## config.mk

```make
export PLATFORM = sky130hd
export DESIGN_NAME = apb_node_timeout
export DESIGN_NICKNAME = d
export VERILOG_FILES = /design/src/rtl/apb_node_timeout.sv
export SDC_FILE = /design/constraint.sdc
export NUM_CORES = 1
export LEC_CHECK = 0
export ABC_AREA = 1
export BUFFER_PORTS_ARGS = -buffer_cell sky130_fd_sc_hd__buf_2
export CAP_MARGIN = 15
export CORE_AREA = 3 3 203 205
export CTS_CLUSTER_DIAMETER = 40
export DETAILED_ROUTE_END_ITERATION = 10
export DIE_AREA = 0 0 206 208
export HOLD_SLACK_MARGIN = 0.08
export PLACE_DENSITY_LB_ADDON = 0.1
export RECOVER_POWER = 25
export SLEW_MARGIN = 15
export SYNTH_ARGS = -nofsm -noshare
export SYNTH_HDL_FRONTEND = slang
export SYNTH_SLANG_ARGS = --single-unit
```

## constraint.sdc

```tcl
create_clock -name HCLK -period 5.5 [get_ports HCLK]
set_input_delay 1.1 -clock HCLK [delete_from_list [all_inputs] [get_ports HCLK]]
set_output_delay 1.1 -clock HCLK [all_outputs]
set_load 0.01 [all_outputs]
```

## src/rtl/apb_node_timeout.sv

```systemverilog
// APB 1-to-N node: address decode, slave routing, decode-error response and a
// per-transfer watchdog. Optional error capture registers under APB_NODE_ERR_CAPTURE_EN.
module apb_node_timeout #(
   parameter int NB_MASTER      = 10,
   parameter int APB_ADDR_WIDTH = 32,
   parameter int APB_DATA_WIDTH = 32,
   parameter logic [NB_MASTER*APB_ADDR_WIDTH-1:0] START_ADDR = {
      32'h1A10_9000, 32'h1A10_8000, 32'h1A10_7000, 32'h1A10_6000, 32'h1A10_5000,
      32'h1A10_4000, 32'h1A10_3000, 32'h1A10_2000, 32'h1A10_1000, 32'h1A10_0000},
   parameter logic [NB_MASTER*APB_ADDR_WIDTH-1:0] END_ADDR = {
      32'h1A10_9FFF, 32'h1A10_8FFF, 32'h1A10_7FFF, 32'h1A10_6FFF, 32'h1A10_5FFF,
      32'h1A10_4FFF, 32'h1A10_3FFF, 32'h1A10_2FFF, 32'h1A10_1FFF, 32'h1A10_0FFF},
   parameter int TIMEOUT_CYCLES = 256
) (
`ifdef APB_NODE_ERR_CAPTURE_EN
   output logic                                 err_valid_o,
   output logic [APB_ADDR_WIDTH-1:0]            err_addr_o,
   output logic                                 err_timeout_o,
   input  logic                                 err_clr_i,
`endif
   input  logic                                 HCLK,
   input  logic                                 HRESETn,
   input  logic [APB_ADDR_WIDTH-1:0]            s_paddr,
   input  logic [APB_DATA_WIDTH-1:0]            s_pwdata,
   input  logic                                 s_pwrite,
   input  logic                                 s_psel,
   input  logic                                 s_penable,
   output logic [APB_DATA_WIDTH-1:0]            s_prdata,
   output logic                                 s_pready,
   output logic                                 s_pslverr,
   output logic [APB_ADDR_WIDTH-1:0]            m_paddr,
   output logic [APB_DATA_WIDTH-1:0]            m_pwdata,
   output logic                                 m_pwrite,
   output logic [NB_MASTER-1:0]                 m_psel,
   output logic [NB_MASTER-1:0]                 m_penable,
   input  logic [NB_MASTER*APB_DATA_WIDTH-1:0]  m_prdata,
   input  logic [NB_MASTER-1:0]                 m_pready,
   input  logic [NB_MASTER-1:0]                 m_pslverr
);

   localparam int IW = (NB_MASTER > 1) ? $clog2(NB_MASTER) : 1;
   localparam int CW = (TIMEOUT_CYCLES > 0) ? $clog2(TIMEOUT_CYCLES + 1) : 1;
   localparam logic [CW-1:0] CNT_MAX = '1;
   localparam logic [CW-1:0] CNT_ONE = CW'(1);
   localparam logic [CW-1:0] CNT_LIM = (TIMEOUT_CYCLES > 0) ? CW'(TIMEOUT_CYCLES - 1) : '0;

   typedef enum logic [1:0] {
      ST_IDLE   = 2'd0,
      ST_ACCESS = 2'd1,
      ST_ABORT  = 2'd2
   } state_t;

   state_t                    state_r, state_nxt_s;
   logic [IW-1:0]             idx_r, dec_idx_s;
   logic                      miss_r, hit_s;
   logic [CW-1:0]             cnt_r;
   logic                      sel_rdy_s, sel_err_s;
   logic [APB_DATA_WIDTH-1:0] sel_rdata_s;

   assign m_paddr     = s_paddr;
   assign m_pwdata    = s_pwdata;
   assign m_pwrite    = s_pwrite;
   assign sel_rdy_s   = m_pready[idx_r];
   assign sel_err_s   = m_pslverr[idx_r];
   assign sel_rdata_s = m_prdata[idx_r*APB_DATA_WIDTH +: APB_DATA_WIDTH];

   // Address decode; descending scan so the lowest matching region wins
   always_comb begin
      hit_s     = 1'b0;
      dec_idx_s = '0;
      for (int i = NB_MASTER - 1; i >= 0; i--) begin
         dec_idx_s = ((s_paddr >= START_ADDR[i*APB_ADDR_WIDTH +: APB_ADDR_WIDTH]) &&
                      (s_paddr <= END_ADDR[i*APB_ADDR_WIDTH +: APB_ADDR_WIDTH])) ? IW'(i) : dec_idx_s;
         hit_s     = hit_s | ((s_paddr >= START_ADDR[i*APB_ADDR_WIDTH +: APB_ADDR_WIDTH]) &&
                              (s_paddr <= END_ADDR[i*APB_ADDR_WIDTH +: APB_ADDR_WIDTH]));
      end
   end

   // Next-state and routing/response outputs
   always_comb begin
      state_nxt_s = state_r;
      m_psel      = '0;
      m_penable   = '0;
      s_prdata    = '0;
      s_pready    = 1'b0;
      s_pslverr   = 1'b0;
      case (state_r)
         ST_IDLE: begin
            if (s_psel && !s_penable) begin
               // Gated by reset so the setup select stays low while held in reset
               m_psel[dec_idx_s] = hit_s & HRESETn;
               state_nxt_s       = ST_ACCESS;
            end else begin
               state_nxt_s = ST_IDLE;
            end
         end
         ST_ACCESS: begin
            if (!s_psel) begin
               state_nxt_s = ST_IDLE;
            end else if (miss_r) begin
               if (s_penable) begin
                  s_pready    = 1'b1;
                  s_pslverr   = 1'b1;
                  state_nxt_s = ST_IDLE;
               end else begin
                  state_nxt_s = ST_ACCESS;
               end
            end else begin
               m_psel[idx_r]    = 1'b1;
               m_penable[idx_r] = s_penable;
               if (s_penable) begin
                  s_prdata  = sel_rdata_s;
                  s_pready  = sel_rdy_s;
                  s_pslverr = sel_err_s;
                  if (sel_rdy_s) begin
                     state_nxt_s = ST_IDLE;
                  end else if ((TIMEOUT_CYCLES != 0) && (cnt_r == CNT_LIM)) begin
                     state_nxt_s = ST_ABORT;
                  end else begin
                     state_nxt_s = ST_ACCESS;
                  end
               end else begin
                  state_nxt_s = ST_ACCESS;
               end
            end
         end
         ST_ABORT: begin
            s_pready    = 1'b1;
            s_pslverr   = 1'b1;
            state_nxt_s = ST_IDLE;
         end
         default: begin
            state_nxt_s = ST_IDLE;
         end
      endcase
   end

   // State, latched target slot and saturating wait counter
   always_ff @(posedge HCLK or negedge HRESETn) begin
      if (!HRESETn) begin
         state_r <= ST_IDLE;
         idx_r   <= '0;
         miss_r  <= 1'b0;
         cnt_r   <= '0;
      end else begin
         state_r <= state_nxt_s;
         if ((state_r == ST_IDLE) && s_psel && !s_penable) begin
            idx_r  <= dec_idx_s;
            miss_r <= ~hit_s;
         end else begin
            idx_r  <= idx_r;
            miss_r <= miss_r;
         end
         if (state_nxt_s != ST_ACCESS) begin
            cnt_r <= '0;
         end else if ((state_r == ST_ACCESS) && s_penable && !miss_r && !sel_rdy_s &&
                      (cnt_r != CNT_MAX)) begin
            cnt_r <= cnt_r + CNT_ONE;
         end else begin
            cnt_r <= cnt_r;
         end
      end
   end

`ifdef APB_NODE_ERR_CAPTURE_EN
   logic err_evt_s;
   assign err_evt_s = ((state_r == ST_ACCESS) && s_psel && s_penable && miss_r) ||
                      (state_r == ST_ABORT);

   // Sticky first-error capture; a capture in the clear cycle takes priority
   always_ff @(posedge HCLK or negedge HRESETn) begin
      if (!HRESETn) begin
         err_valid_o   <= 1'b0;
         err_addr_o    <= '0;
         err_timeout_o <= 1'b0;
      end else if (err_evt_s && (!err_valid_o || err_clr_i)) begin
         err_valid_o   <= 1'b1;
         err_addr_o    <= s_paddr;
         err_timeout_o <= (state_r == ST_ABORT);
      end else if (err_clr_i) begin
         err_valid_o   <= 1'b0;
         err_addr_o    <= err_addr_o;
         err_timeout_o <= err_timeout_o;
      end else begin
         err_valid_o   <= err_valid_o;
         err_addr_o    <= err_addr_o;
         err_timeout_o <= err_timeout_o;
      end
   end
`endif

endmodule

```

# ---- Word-level counts from Yosys, hierarchy flattened
# Index checks and enable logic that the tools add are counted.
dict set report word_totals {
  reg_bits 16
  input_bits 409
  out_inout_bits 119
}
dict set report op_classes {
  add_sub_neg 1
  order_cmp 24
  n_eq_ne 5
  shifts 1
  mux 48
  bitwise 13
  n_reduce_logical 24
}
# op count
set ops {}
lappend ops {{32-bit by 29-bit >= comparator with 1-bit output (second input constant)} 10}
lappend ops {{32-bit by 29-bit less-or-equal comparator with 1-bit output (second input constant)} 10}
lappend ops {{320-bit by 10-bit indexed part select with 32-bit output} 1}
lappend ops {{32-bit 2-to-1 mux} 4}
lappend ops {{10-bit 2-to-1 mux} 6}
lappend ops {{4-bit 2-to-1 mux} 10}
lappend ops {{10-bit AND} 2}
lappend ops {{10-bit one-hot mux with 2 select lines} 1}
lappend ops {{1-bit logical AND} 19}
lappend ops {{9-bit 2-to-1 mux} 2}
lappend ops {{1-bit 2-to-1 mux} 13}
lappend ops {{4-bit by 5-bit < comparator with 1-bit output (second input constant)} 2}
lappend ops {{2-bit 2-to-1 mux} 5}
lappend ops {{9-bit by 1-bit adder with 9-bit output (second input constant)} 1}
lappend ops {{9-bit by 8-bit == test with 1-bit output (second input constant)} 1}
lappend ops {{9-bit != test (second input constant)} 1}
lappend ops {{1-bit bitwise OR} 9}
lappend ops {{1-bit binary-select mux with 4-bit select} 2}
lappend ops {{1-bit demux with 4-bit select} 2}
lappend ops {{4-bit by 1-bit >= comparator with 1-bit output (second input constant)} 2}
lappend ops {{1-bit one-hot mux with 2 select lines} 2}
lappend ops {{2-bit one-hot mux with 2 select lines} 1}
lappend ops {{1-bit zero test} 3}
lappend ops {{2-bit by 1-bit == test with 1-bit output (second input constant)} 1}
lappend ops {{other kinds (6)} 6}

# ---- Depth between registers and ports, before layout
dict set report depth {
  word_depth 19
  ltp_mapped 13
  depth_no_buf 13
}

# ---- Worst setup path after synthesis
# Ideal clock, no wire load.
dict set report synth_timing {
  path_kind {input port to output port}
  from {input port s_paddr[16]}
  to {output port m_psel[7]}
  arrival_time_ns 2.350
  t_required_ns 4.400
  slack_ns 2.050
  path_stages 11
  n_path_buf 0
  cell_sequence {nor2_1 -> nand2_1 -> nor2_1 -> nand2_1 -> nor2_1 -> nand3_2 -> nand2_2 -> nor2_4 -> inv_2 -> nand2_1 -> o21ai_0}
}
dict set report synth_via {
  elab_chain_cells 19
  word_cells_on_any_way 58
  cone_classes {22 x order compare; 14 x mux; 11 x bitwise; 11 x reduce/logical}
}
# element line_no
set synth_lines {}
lappend synth_lines {{start: declaration} 23} ;# input logic [APB_ADDR_WIDTH-1:0] s_paddr,
lappend synth_lines {{32-bit by 29-bit >= comparator with 1-bit output or 32-bit by 29-bit less-or-equal comparator with 1-bit output (tied branches)} --}
lappend synth_lines {{1-bit logical AND} {72, 74}}
lappend synth_lines {{4-bit 2-to-1 mux (10 in a row)} 73} ;# (s_paddr <= END_ADDR[i*APB_ADDR_WIDTH +: APB_ADDR_WIDTH])) ? IW'(i) : dec_idx_s;
lappend synth_lines {{4-bit by 5-bit < comparator with 1-bit output (not written as such) or 4-bit by 1-bit >= comparator with 1-bit output (tied branches)} 91} ;# m_psel[dec_idx_s] = hit_s & HRESETn;
lappend synth_lines {{1-bit logical AND (not written as such)} 91}
lappend synth_lines {{1-bit 2-to-1 mux (not written as such)} 91}
lappend synth_lines {{1-bit demux with 4-bit select} 91}
lappend synth_lines {{10-bit AND (no line) (*)} --}
lappend synth_lines {{10-bit 2-to-1 mux (*)} 89} ;# if (s_psel && !s_penable) begin
lappend synth_lines {{10-bit one-hot mux with 2 select lines (*)} 87} ;# case (state_r)
lappend synth_lines {{end: declaration} 34} ;# output logic [NB_MASTER-1:0] m_psel,
# Every way passes the cells marked *; elsewhere a longest branch is shown, timed or not.

# ---- Final worst setup path
dict set report layout_timing {
  from {input port s_penable}
  to {output port s_prdata[11]}
}
dict set report layout_via {
  elab_chain_cells 4
}
# element line_no
set layout_lines {}
lappend layout_lines {{start: declaration} 27} ;# input logic s_penable,
lappend layout_lines {{32-bit 2-to-1 mux} 111} ;# if (s_penable) begin
lappend layout_lines {{32-bit 2-to-1 mux} 100} ;# end else if (miss_r) begin
lappend layout_lines {{32-bit 2-to-1 mux} 98} ;# if (!s_psel) begin
lappend layout_lines {{32-bit 2-to-1 mux} 87}
lappend layout_lines {{end: declaration} 28} ;# output logic [APB_DATA_WIDTH-1:0] s_prdata,
# Every way passes these cells.

==> flow_metrics.py <==
metrics = {
    "run_status": {
        "status": "completed",
    },
    "critical_path": {
        "crit_arrival_ns": 2.99,
        "crit_type": "in -> out",
        "crit_buf_inv": 6,
        "crit_fanout": 18,
        "cp.required_ns": 4.40,
        "worstRegToRegCells": 12,
        "worstSetupStartpoint": "s_penable",
        "start_kind": "input port",
        "cp_slowest_cell": "nor2_4",
        "rrSetupSlack_ns": 2.83,
        "timing.rr.start": "idx_r[2]$_DFFE_PN0P_",
        "crit_chain": "buf_2, inv_1, nor2_1, inv_1, nor2_4, buf_4, o31ai_1, inv_1, buf_2",
        "cpMostUsedCell": "inv_1",
        "cp.depth": 9,
        "r2r_end": "cnt_r[6]$_DFFE_PN0P_",
        "slowest_delay_ns": 0.53,
        "cp-end-kind": "output port",
        "crit_family": "buffers and inverters",
    },
    "timing": {
        "setup_viol_count_final": 0,
        "slew_violations": 0,
        "period_share_pct": 74.4,
        "tns_ns": 0,
        "hold_slack_ns": 0.526,
        "setup_ws_ns": 1.41,
        "rsz0062_at_grt": "no",
        "fin_crit_ns": 4.09,
        "fin_skew_ns": 0.00446,
        "hold_viol_final": 0,
        "tightest_slew_ns": 1.11,
        "maxSlewHeadroom_pct": 25.8,
        "fmax_mhz": 245,
    },
    "power_and_ir_drop": {
        "p_leak_nw": 3.74,
        "clkPwrFrac_pct": 16.9,
        "intPower_mw": 0.491,
        "switchingPower_mw": 0.466,
        "swShare_pct": 48.7,
        "seqPwrFrac_pct": 14.2,
        "combPwrFrac_pct": 68.8,
        "irDropWorstVdd_mv": 0.0816,
        "power_density_nw_per_um2": 140,
    },
    "floorplan": {
        "start_util_pct": 11.3,
        "die_y_microns": 208,
        "die_x_microns": 206,
        "die_area_sq_um": 42800,
        "num_io_pins": 528,
        "rows": 73,
        "core_area_sq_um": 39600,
    },
    "synthesis": {
        "syn_area_sq_um": 4470,
        "ys.flop_type": "dfrtp_1",
        "synth_edf_count": 0,
        "ys_async_sr_fraction_pct": 100,
        "synthCells": 726,
        "ys_seq_area_share_pct": 8.95,
        "avgSynthCellArea_sq_um": 6.16,
        "ys_types": 30,
        "synth_fp_nets": 1141,
        "yosys_warnings": 0,
        "ys_seq_elements": 16,
    },
    "clock_tree": {
        "cts_root_buf": "clkbuf_16",
        "cts_resized": 0,
        "cts.hold.buffers_added": 0,
        "clock_sinks": 16,
        "cts_buffers": 3,
        "cts_setup_buffers": 0,
        "cts_tree": "built",
        "path_clk_slew_ns": 0.05,
        "h-tree-depth": 1,
        "insertion_delay_ns": 0.25,
        "clockBufferDepth": 2,
    },
    "global_routing": {
        "grt_max_degree": 38,
        "grt_usage_pct": 15.7,
        "grt_antenna_before_repair": 5,
        "gr-total-overflow": 0,
        "first_global_vias": 6821,
        "grt_pass1_wl_microns": 49500,
    },
    "finish": {
        "design_area_sq_um": 6860,
        "fin_nets": 1482,
        "area_growth_syn_to_layout_pct": 53.2,
        "mostFrequentLayoutCells": "buf_2, a22oi_1, nand2_1, inv_1, a21oi_1",
        "stdcell_count": 1595,
        "nFillCells": 4720,
        "final_common_cell": "buf_2",
        "layout-drive-gt1-share_pct": 44.6,
    },
    "place": {
        "place.gp.congestion": 0.837,
        "post_dp_cell_area_sq_um": 6760,
        "io_buffer_count": 437,
        "placedCellCount": 1587,
        "pre_cts_ws_ns": 1.32,
        "hpwl_microns": 30800,
    },
    "routing": {
        "vias_per_cell": 4.27,
        "drc_errors": 0,
        "wl_per_cell_microns": 23.0,
        "ant_nets": 0,
        "wl_microns": 36700,
        "drtIter0Drc": 509,
        "dr.pass1.iters": 5,
        "vias": 6805,
    },
    "hold_path": {
        "holdPathStages": 2,
        "min_from": "cnt_r[7]$_DFFE_PN0P_",
        "hold_end": "cnt_r[7]$_DFFE_PN0P_",
        "hold_path_class": "reg -> reg",
    },
    "run": {
        "drv_cap": 0,
    },
}
[worst reg2reg max path, stage by stage (launching register included)]
cell     delay, ns
dfrtp_1       0.43
nor2_4        0.52
buf_4         0.40
nand2_1       0.15
inv_1         0.21
nand2_1       0.07
nand2_1       0.06
inv_1         0.06
nand4_4       0.17
nor2_4        0.11
nor2_2        0.27
nand2_1       0.09
nand2_1       0.08
[cell families after synthesis]
group	after synthesis	synth area share (%)
flip-flops	16	8.95
adder cells (fa/ha/maj)	6	1.68
XOR/XNOR	4	0.783
AO/OA/AOI/OAI	281	44.3
buffers and inverters	200	22.9
AND/OR/NAND/NOR	219	21.4
[flip-flops by register name, indices dropped and copies added (netlist names)]
name     flops
idx_r        4
cnt_r        9
miss_r       1
state_r      2
[cell usage after synthesis, drive strengths merged (6+ instances only)]
master / instances / area [sq um]
nand2: 107 / 409
o31ai: 32 / 240
a21oi: 74 / 370
inv: 84 / 315
a22oi: 133 / 998
buf: 84 / 589
clkbuf: 31 / 116
ha: 6 / 75.1
o21ai: 10 / 53.8
dfrtp: 16 / 400
nor2: 68 / 285
nand3: 28 / 145
a32o: 32 / 320
[worst max-delay path by stage]
stage,to
final,s_prdata[11]
after CTS,s_prdata[14]
after floorplan,m_psel[7]
after global routing,s_prdata[14]
after detailed placement,s_prdata[14]
after global placement,s_prdata[14]
[power by group through the flow]
stage | registers, mW | logic [mW] | clock network [mW]
final | 0.136 | 0.659 | 0.162
after global routing | 0.138 | 0.726 | 0.171
after CTS | 0.136 | 0.674 | 0.167
after detailed placement | 0.138 | 0.671 | 0
after global placement | 0.138 | 0.676 | 0
after floorplan | 0.129 | 0.400 | 0
[metrics by stage]
stage | power [mW] | utilization (%)
6_report | 0.957 | 17.3
5_1_grt | 1.04 | 17.3
4_1_cts | 0.977 | 17.3
3_5_place_dp | 0.808 | 17.0
3_3_place_gp | 0.815 | 17.0
2_1_floorplan | 0.529 | -
[final cells by class]
type                    count  area [sq um]  area share (%)
flip-flops and latches     16           400            5.84
multi-input cells         510          3080            44.9
clock buffers               4          88.8            1.30
inverters                  85           319            4.65
repair buffers            451          2300            33.6
diodes                      4          10.0           0.146
well taps                 525           657            9.58
[metal layers]
metal	GRT usage, %	up-vias	share of wire, %
li1	-	3230	-
met4	3.25	0	2.2
met2	27.4	334	49
met3	5.68	30	11
met1	18.3	3211	39
met5	0	-	0
Note: power is estimated with default switching activity, not from simulation.
